[src/rtl/multi_channel_skid_slice.sv]
// Multi-channel valid/ready pipeline slice with a 2-entry skid buffer, lane masking and init-done timer.
// Optional per-lane parity output enabled by defining MULTI_CHANNEL_SKID_SLICE_PARITY_EN.
module multi_channel_skid_slice #(
    parameter int WIDTH       = 8,
    parameter int CHANNELS    = 4,
    parameter int INIT_CYCLES = 1
) (
    input  logic                      i_clk,
    input  logic                      i_rst,
    input  logic                      i_valid,
    output logic                      o_ready,
    input  logic [CHANNELS*WIDTH-1:0] i_data,
    input  logic [CHANNELS-1:0]       i_ch_en,
    output logic                      o_valid,
    input  logic                      i_ready,
    output logic [CHANNELS*WIDTH-1:0] o_data,
`ifdef MULTI_CHANNEL_SKID_SLICE_PARITY_EN
    output logic [CHANNELS-1:0]       o_parity,
`endif
    output logic                      o_init_done,
    output logic [1:0]                o_occupancy
);

    localparam int DW = CHANNELS * WIDTH;
`ifdef MULTI_CHANNEL_SKID_SLICE_PARITY_EN
    localparam int EW = DW + CHANNELS;
`else
    localparam int EW = DW;
`endif
    localparam logic [7:0] INIT_LAST = 8'(INIT_CYCLES - 1);

    typedef enum logic [1:0] {
        EMPTY = 2'd0,
        ONE   = 2'd1,
        TWO   = 2'd2
    } state_t;

    state_t          state_q, state_d;
    logic [EW-1:0]   main_q, main_d;
    logic [EW-1:0]   skid_q, skid_d;
    logic            ready_q, ready_d;
    logic            init_done_q, init_done_d;
    logic [7:0]      init_cnt_q, init_cnt_d;
    logic [DW-1:0]   cap_data;
    logic [EW-1:0]   captured;
    logic            push;
    logic            pop;

    // Disabled lanes are stored as zero; parity (if present) rides along with the data word.
    always_comb begin
        cap_data = '0;
        for (int k = 0; k < CHANNELS; k++) begin
            if (i_ch_en[k]) begin
                cap_data[k*WIDTH +: WIDTH] = i_data[k*WIDTH +: WIDTH];
            end
        end
`ifdef MULTI_CHANNEL_SKID_SLICE_PARITY_EN
        captured[DW-1:0] = cap_data;
        for (int k = 0; k < CHANNELS; k++) begin
            captured[DW+k] = ^cap_data[k*WIDTH +: WIDTH];
        end
`else
        captured = cap_data;
`endif
    end

    assign push = i_valid & ready_q;
    assign pop  = (state_q != EMPTY) & i_ready;

    always_comb begin
        state_d     = state_q;
        main_d      = main_q;
        skid_d      = skid_q;
        init_cnt_d  = init_done_q ? init_cnt_q : init_cnt_q + 8'd1;
        init_done_d = init_done_q | (init_cnt_q == INIT_LAST);
        case (state_q)
            EMPTY: begin
                if (push) begin
                    state_d = ONE;
                    main_d  = captured;
                end
            end
            ONE: begin
                if (push && !pop) begin
                    state_d = TWO;
                    skid_d  = captured;
                end else if (pop && !push) begin
                    state_d = EMPTY;
                end else if (push && pop) begin
                    main_d = captured;
                end
            end
            TWO: begin
                if (pop) begin
                    state_d = ONE;
                    main_d  = skid_q;
                end
            end
            default: state_d = EMPTY;
        endcase
        // Ready is looked ahead one cycle so the upstream sees a pure flop output.
        ready_d = init_done_d & (state_d != TWO);
    end

    always_ff @(posedge i_clk or posedge i_rst) begin
        if (i_rst) begin
            state_q     <= EMPTY;
            main_q      <= '0;
            skid_q      <= '0;
            ready_q     <= 1'b0;
            init_done_q <= 1'b0;
            init_cnt_q  <= 8'd0;
        end else begin
            state_q     <= state_d;
            main_q      <= main_d;
            skid_q      <= skid_d;
            ready_q     <= ready_d;
            init_done_q <= init_done_d;
            init_cnt_q  <= init_cnt_d;
        end
    end

    always_comb begin
        o_occupancy = 2'd0;
        case (state_q)
            EMPTY:   o_occupancy = 2'd0;
            ONE:     o_occupancy = 2'd1;
            TWO:     o_occupancy = 2'd2;
            default: o_occupancy = 2'd0;
        endcase
    end

    assign o_valid     = (state_q != EMPTY);
    assign o_ready     = ready_q;
    assign o_data      = main_q[DW-1:0];
    assign o_init_done = init_done_q;
`ifdef MULTI_CHANNEL_SKID_SLICE_PARITY_EN
    assign o_parity    = main_q[EW-1:DW];
`endif

endmodule

[config.mk]
export PLATFORM = sky130hd
export DESIGN_NAME = multi_channel_skid_slice
export DESIGN_NICKNAME = d
export VERILOG_FILES = /design/src/rtl/multi_channel_skid_slice.sv
export SDC_FILE = /design/constraint.sdc
export NUM_CORES = 1
export LEC_CHECK = 0
export BUFFER_PORTS_ARGS = -buffer_cell sky130_fd_sc_hd__buf_2
export CAP_MARGIN = 20
export CORE_AREA = 10 10 86 103
export CTS_CLUSTER_SIZE = 14
export DETAILED_ROUTE_END_ITERATION = 8
export DIE_AREA = 0 0 96 113
export PLACE_DENSITY = 0.76
export SYNTH_ARGS = -nofsm -noshare
export SYNTH_HDL_FRONTEND = slang
export SYNTH_SLANG_ARGS = --single-unit
[constraint.sdc]
create_clock -name i_clk -period 2.8 [get_ports i_clk]
set_clock_uncertainty 0.2 [all_clocks]
set_input_delay 0.42 -clock i_clk [delete_from_list [all_inputs] [get_ports i_clk]]
set_output_delay 0.42 -clock i_clk [all_outputs]
set_load 0.02 [all_outputs]
==> metrics.cfg, run 1 <==
[run_status]
status=finished clean

[setup_path]
arrival_ps=1790
worstPathRequired_ps=2180
cp-end-kind=output pin
worstPathMaxFanout=34
crit_type=reg2out
cp-start-kind=register

[drt]
routed_wl_mm=7.011
dr.pass1.iters=4
ant_nets=0
drt_iter0_drc=32
drc=0
via_count=2231
wire_per_inst_um=16.23
viasPerCell=5.164

[power]
power.leakage_nw=2.099
power_density_nw_per_um2=922.6
power_switching_w=0.001322
p_comb_share_pct=35.7
vdd_drop_max_v=0.0004581
pwr-share-clk_pct=18.7
internal_power_w=0.002558
seqPwrFrac_pct=45.6
switching_share_pct=34.08

[logic_synthesis]
syn_area_per_cell_um2=13.94
synth_cells=257
synth-seq-cells=76
synth_cell_types=27
synth_seq_area_share_pct=53.09
netlist_area_um2=3582
synthesis.nets=299
yosysWarnings=0

[placed_design]
routabilityCongestion=0.7354
place.detailed.instances=415
place_hpwl_mm=5.145
portBuffers=76

[clock_tree]
cts-root-buf=clkbuf_8
ctsResizeCount=0
cts_hold_buffers=1
h-tree-depth=3
cts_buffer_depth=2
cts_tree=yes
cts.sinks=76
clkTransAtPathRegs_ps=70
clk_latency_ps=340
post-cts-setup-buffer-count=0
numCtsBuffers=9

[grt]
grt_pass1_wl_mm=11.81
overflow=0
grt_pass1_vias=2475
grt_max_degree=35
antenna_found_initial=0
grtUsageTotal_pct=13.60

[flow_run]
cap_violations=0

[floorplanning]
row_count=33
chipWidth_um=96
start_util_pct=52.90
die_h_um=113
coreArea_um2=6771
die-area_um2=10850
io_pins=77

[timing]
max-slew-margin-rel_pct=40.87
maxSlewViolCount=0
rsz0062_at_grt=false
whs_ps=149.7
max_freq_ghz=0.4150
setup_tns_ps=0
setup_viol=0
worst_pin_slew_ps=887.0
post-route-period-util_pct=86.06
fin_crit_ps=2410
finalHoldViolCount=0

[final_layout]
drive_gt1_share_pct=57.10
antenna_cells=0
final_util_pct=62.10
finalNonFillerCells=432
syn2layout_area_growth_pct=17.39
nets=382

[worst_hold_path]
hp-class=in2reg

-- registers in the layout, indices dropped and copies added (netlist names) --
signal,cells
init_cnt_q,8
o_data,32
o_init_done,1
o_ready,1
skid_q,32
state_q,2
-- layout make-up --
| cell class | count | area, um^2 |
|---|---|---|
| inverter | 4 | 15.01 |
| multi-input combinational | 166 | 1575 |
| clock inverter | 5 | 27.53 |
| tap | 87 | 108.9 |
| sequential | 76 | 1902 |
| fill | 565 | 2566 |
| clock buffer | 11 | 141.4 |
| timing repair buffer | 83 | 435.4 |
-- per-stage QoR --
step                area, um^2  worst slack (ps)  total power (W)
floorplan                 3582             241.7         0.002758
global placement          4026             645.1         0.003147
detailed placement        4026             619.2         0.003212
CTS                       4205             367.4         0.003942
global route              4205             230.0         0.004131
finish                    4205             390.4         0.003880
-- final timing paths --
kind | from | endpoint | slack [ps] | cells past startpoint
setup reg to reg | state_q[1] | o_data[20] | 620 | 3
min in group asynchronous | i_rst | o_data[17] | 480 | 3
max in group asynchronous | i_rst | o_data[27] | 1110 | 4
hold reg to reg | init_cnt_q[7] | init_cnt_q[7] | 280 | 1
setup / recovery | state_q[1] | o_occupancy[1] | 390 | 3
hold / removal | i_ready | state_q[1] | 150 | 2
-- worst max-delay path, cell delays in order, from the launching register on --
cell	delay, ps
dfrtp_1	490
nand2b_2	670
inv_1	80
buf_2	190
-- cell usage after synthesis --
library cell	n	area, um^2
mux2_2	95	1070
dfrtp_1	76	1902
and2_1	32	200.2
buf_4	7	52.55
buf_6	4	45.04
inv_1	4	15.01
nand2_1	4	15.01
xnor2_1	4	35.03
nand4b_1	3	26.28
nor2b_1	3	18.77
xor2_1	3	26.28
ha_1	2	25.02
mux2_1	2	22.52
nand2b_1	2	12.51
nand3b_1	2	15.01
nor2_1	2	7.510
nor3_1	2	10.01
a21o_1	1	7.510
a21oi_1	1	5.000
mux2i_1	1	10.01
nand3_1	1	5.000
nor2_2	1	6.260
nor4b_1	1	8.760
o21a_1	1	7.510
o22ai_1	1	6.260
o31ai_4	1	21.27
or2_2	1	6.260
-- logic make-up (layout without fill, tap and decap cells) --
logic type | Yosys count | in the layout | synth area share [%]
AO/OA/AOI/OAI | 5 | 5 | 1.327
XOR/XNOR | 7 | 7 | 1.712
flip-flops | 76 | 76 | 53.09
adder cells (fa/ha/maj) | 2 | 2 | 0.6985
buffers and inverters | 15 | 103 | 3.143
AND/OR/NAND/NOR | 54 | 54 | 9.256
multiplexers | 98 | 98 | 30.77
-- placed cells by master (no fill, tap or decap), drive strengths merged, types with 2 or more instances in the layout --
master,count
nor2,3
and2,32
dfrtp,76
xnor2,4
buf,82
nor2b,3
nand4b,3
xor2,3
nand2b,2
clkinv,4
nand3b,2
inv,4
clkbuf,11
ha,2
nor3,2
mux2,97
nand2,4
-- power groups by stage --
stage                     clock network, W  registers [W]  logic (W)
after global placement                   0        0.00177    0.00138
after floorplan                          0        0.00201   0.000746
after CTS                         0.000744        0.00178    0.00142
after detailed placement                 0        0.00180    0.00141
final                             0.000727        0.00177    0.00139
after global routing              0.000801        0.00183    0.00150
-- per-layer routing --
metal,vias to the layer above,track usage [%],share of wire [%]
met3,11,3.571,6.0
met1,1114,16.31,41
met4,0,5.616,1.6
li1,1058,-,-
met5,-,0,0
met2,48,22.29,52
Power figures use the tool's default switching activity.
==> run 2, diff against run 1 <==
REMOVE_ABC_BUFFERS = 1   (was unset)
==> metrics.cfg, run 2 (synthesis gave the netlist of run 1 again) <==
[drt]
route.met2.wl_mm=3.495
drc=0
highest_layer=met4
dr.pass1.iters=4
wl_met1_mm=2.747
via_count=2175
ant_nets=0
wl_met3_um=392
drt_iter0_drc=59
viasPerCell=5.070
routed_wl_mm=6.774
wire_per_inst_um=15.79

[timing]
rsz0062_at_grt=false
setup_tns_ps=0
maxSlewViolCount=0
finalHoldViolCount=0
max_freq_ghz=0.4642
fin_crit_ps=2154
setup_ws_ps=645.8
worst_pin_slew_ps=503.4
max-slew-margin-rel_pct=66.44
setup_viol=0
post-route-period-util_pct=76.93

[final_layout]
antenna_cells=0
fin_area_um2=4285
nets=380
final_cell_mix=mux2_2 (95), dfrtp_1 (76), buf_2 (76), and2_1 (32), clkbuf_8 (10)
final_util_pct=63.29
drive_gt1_share_pct=57.02
layout_commonest_cell=mux2_2
syn2layout_area_growth_pct=19.63

[clock_tree]
ctsResizeCount=0
numCtsBuffers=9
post-cts-setup-buffer-count=0
cts-root-buf=clkbuf_8
h-tree-depth=3
clk_latency_ps=340
cts_buffer_depth=2
cts_tree=yes
clkTransAtPathRegs_ps=80
cts_hold_buffers=1
cts.sinks=76

[setup_path]
cp-start-kind=register
crit_chain=nand2b_2 > inv_1 > buf_2
max_stage_delay_ps=530
arrival_ps=1530
worstPathMaxFanout=18
worstPathRequired_ps=2180
cp-endpoint=o_occupancy[1]
crit_type=reg2out
path_depth=3
path_buf_inv=2
timing.rr.end=o_data[30]
cp_slowest_cell=dfrtp_1
r2r_slack_ps=720
r2r-start=state_q[1]
cpLargestDelayFamily=flip-flops
cp-end-kind=output pin
startpoint=state_q[1]
r2r_cells=4

[floorplanning]
coreArea_um2=6771
die_h_um=113
io_pins=77
chipWidth_um=96
die-area_um2=10850
start_util_pct=52.90
row_count=33

[power]
power.leakage_nw=2.132
power_density_nw_per_um2=961.1
vdd_drop_max_v=0.0005665

[placed_design]
portBuffers=76
place_hpwl_mm=4.770
routabilityCongestion=0.7303
postPlaceCellArea_um2=4038
pre_cts_ws_ps=726.7

[grt]
grt_max_degree=77
grt_pass1_vias=2406
antenna_found_initial=0
grtUsageTotal_pct=13.17
grt_pass1_wl_mm=11.34
overflow=0

[worst_hold_path]
hp-class=in2reg
hp-start=i_ready

[flow_run]
cap_violations=0

[run_status]
status=finished clean

run 2: changes by cell type in the layout (fill, tap and decap cells not counted):
cell        before  now
clkbuf_1         1    0
clkinvlp_4       1    0
clkinv_2         4    3
bufinv_16        0    3
buf_4            6    2
inv_2            1    0
buf_12           0    2
run 2: worst min-delay path by stage:
| stage | slack (ps) | end | cells after the start |
|---|---|---|---|
| 2_1_floorplan | 240 | init_cnt_q[7] | 1 |
| 3_3_place_gp | 260 | init_cnt_q[7] | 1 |
| 3_5_place_dp | 260 | init_cnt_q[7] | 1 |
| 4_1_cts | 140 | state_q[1] | 2 |
| 5_1_grt | 160 | state_q[1] | 2 |
| 6_report | 160 | state_q[1] | 2 |
run 2: metrics by stage:
stage | total power, W | std cells | hold WS (ps)
after floorplan | 0.002711 | 246 | 242.6
after global placement | 0.003146 | 413 | 263.4
after detailed placement | 0.003192 | 413 | 261.3
after CTS | 0.004194 | 429 | 139.0
after global routing | 0.004373 | 429 | 157.9
final | 0.004119 | 429 | 156.6
run 2: cell type report:
type | instances | area [um^2]
Sequential cell | 76 | 1902
Clock buffer | 10 | 137.6
Multi-Input combinational cell | 166 | 1575
Clock inverter | 5 | 100.1
Timing Repair Buffer | 81 | 445.4
Tap cell | 87 | 108.9
Inverter | 4 | 16.27
Fill cell | 556 | 2486
run 2: routing by layer:
layer  up-vias  GRT usage, %
met5         -             0
met4         0         6.502
met3        13         3.704
met2        46         22.07
met1      1064         14.78
li1       1052             -
run 2: power breakdown:
part | leakage (nW) | total (W) | switching, W | internal [W]
Clock | 0.122 | 0.000983 | 0.000375 | 0.000609
Combinational | 1.03 | 0.00138 | 0.000697 | 0.000679
Sequential | 0.976 | 0.00176 | 0.000221 | 0.00154
==> run 3, diff against run 2 <==
CORE_AREA = 10 10 90 107   (was 10 10 86 103)
DIE_AREA = 0 0 100 117   (was 0 0 96 113)
PLACE_DENSITY = 0.73   (was 0.76)
clock period = 1.95 ns   (was 2.8 ns; I/O delays follow)
==> metrics.cfg, run 3 (synthesis gave the netlist of run 1 again) <==
[run_status]
status=finished clean

[setup_path]
r2r_cells=4
worstPathRequired_ps=1460
arrival_ps=1390
r2r-start=state_q[0]
crit_type=reg2out
cp-start-kind=register
cp-end-kind=output pin
timing.rr.end=o_data[20]
r2r_slack_ps=170
worstPathMaxFanout=14

[power]
power_density_nw_per_um2=1344
vdd_drop_max_v=0.0008302
power.leakage_nw=2.132
pwr-share-clk_pct=20.8
power_switching_w=0.001938
internal_power_w=0.003846
seqPwrFrac_pct=43.8
switching_share_pct=33.50
p_comb_share_pct=35.5

[floorplanning]
coreArea_um2=7576
start_util_pct=47.28
die_h_um=117
row_count=35
die-area_um2=11700
io_pins=77
chipWidth_um=100

[clock_tree]
cts-root-buf=clkbuf_8
cts_tree=yes
clk_latency_ps=350
cts.sinks=76
numCtsBuffers=9
clkTransAtPathRegs_ps=80
post-cts-setup-buffer-count=0
h-tree-depth=3
cts_buffer_depth=2

[drt]
routed_wl_mm=7.322
ant_nets=0
drc=0
wire_per_inst_um=16.68
dr.pass1.iters=2
viasPerCell=5.043
via_count=2214
drt_iter0_drc=36

[final_layout]
finalNonFillerCells=439
layout_commonest_cell=mux2_2
syn2layout_area_growth_pct=20.12
final_cell_mix=mux2_2 (95), buf_2 (76), dfrtp_1 (75), and2_1 (32), clkbuf_8 (10)
nets=384
antenna_cells=0
drive_gt1_share_pct=57.93
fin_area_um2=4303
final_util_pct=56.80

[grt]
antenna_found_initial=0
grtUsageTotal_pct=13.08
grt_pass1_wl_mm=12.25
overflow=0
grt_max_degree=77
grt_pass1_vias=2478

[timing]
max_freq_ghz=0.5303
maxSlewViolCount=0
max-slew-margin-rel_pct=73.86
post-route-period-util_pct=96.70
fin_crit_ps=1886
worst_pin_slew_ps=392.1
setup_ws_ps=64.30
setup_viol=0
finalHoldViolCount=0
rsz0062_at_grt=false

[placed_design]
routabilityCongestion=0.7692
portBuffers=76
place_hpwl_mm=5.384
pre_cts_ws_ps=150.9
place.detailed.instances=422
postPlaceCellArea_um2=4086

[worst_hold_path]
min_delay_path_depth=2
whs_endpoint=state_q[1]
hp-class=in2reg
hp-start=i_ready

[flow_run]
cap_violations=0

==> run 3: power by group through the flow <==
| stage | clock network, W | logic (W) | registers (W) |
|---|---|---|---|
| global placement | 0 | 0.00205 | 0.00252 |
| floorplan | 0 | 0.000997 | 0.00290 |
| global route | 0.00131 | 0.00222 | 0.00262 |
| detailed placement | 0 | 0.00210 | 0.00257 |
| CTS | 0.00123 | 0.00211 | 0.00254 |
| finish | 0.00120 | 0.00205 | 0.00253 |
==> run 3: per-layer routing <==
metal	wire length, um	GRT usage [%]	up-vias
met5	0	0	-
met4	123	5.755	0
met3	370	3.699	11
met2	3843	22.98	39
met1	2985	14.44	1099
li1	-	-	1065
==> run 3: final cells by class <==
type                            count  area [um^2]
Inverter                            4        16.27
Fill cell                         627         3273
Multi-Input combinational cell    166         1575
Sequential cell                    76         1903
Tap cell                           92        115.1
Timing Repair Buffer               85        491.7
Clock buffer                       10        137.6
Clock inverter                      6        63.81
==> run 3: worst max-delay path by stage <==
stage                           from             end  slack, ps  cells past startpoint
after floorplan                i_rst   init_cnt_q[0]       -480                      1
after global placement    state_q[1]      skid_q[27]        180                      4
after detailed placement  state_q[1]      skid_q[24]        150                      4
after CTS                 state_q[0]  o_occupancy[1]         40                      4
after global routing      state_q[0]  o_occupancy[1]          6                      4
final                     state_q[0]  o_occupancy[1]         60                      4
==> run 3: per-stage QoR <==
step                setup TNS (ps)  power [W]  hold slack [ps]
detailed placement               0   0.004663            202.5
CTS                              0   0.005881            19.51
finish                           0   0.005784            30.86
global placement                 0   0.004571            205.5
global route                     0   0.006148            17.38
floorplan                   -58130   0.003893            167.5
==> run 3: worst max-delay path, stage by stage, from the launching register on <==
cell and delay, ps:
dfrtp_1 430, nand2b_2 230, buf_6 170, inv_1 60
buf_2 160
==> run 3: what timing repair did <==
item / CTS / global route
endpoints found under the hold margin: 76 / 0
gates resized for setup: 1 / 1
hold buffers: 1 / 0
endpoints found under the setup margin: 1 / 1
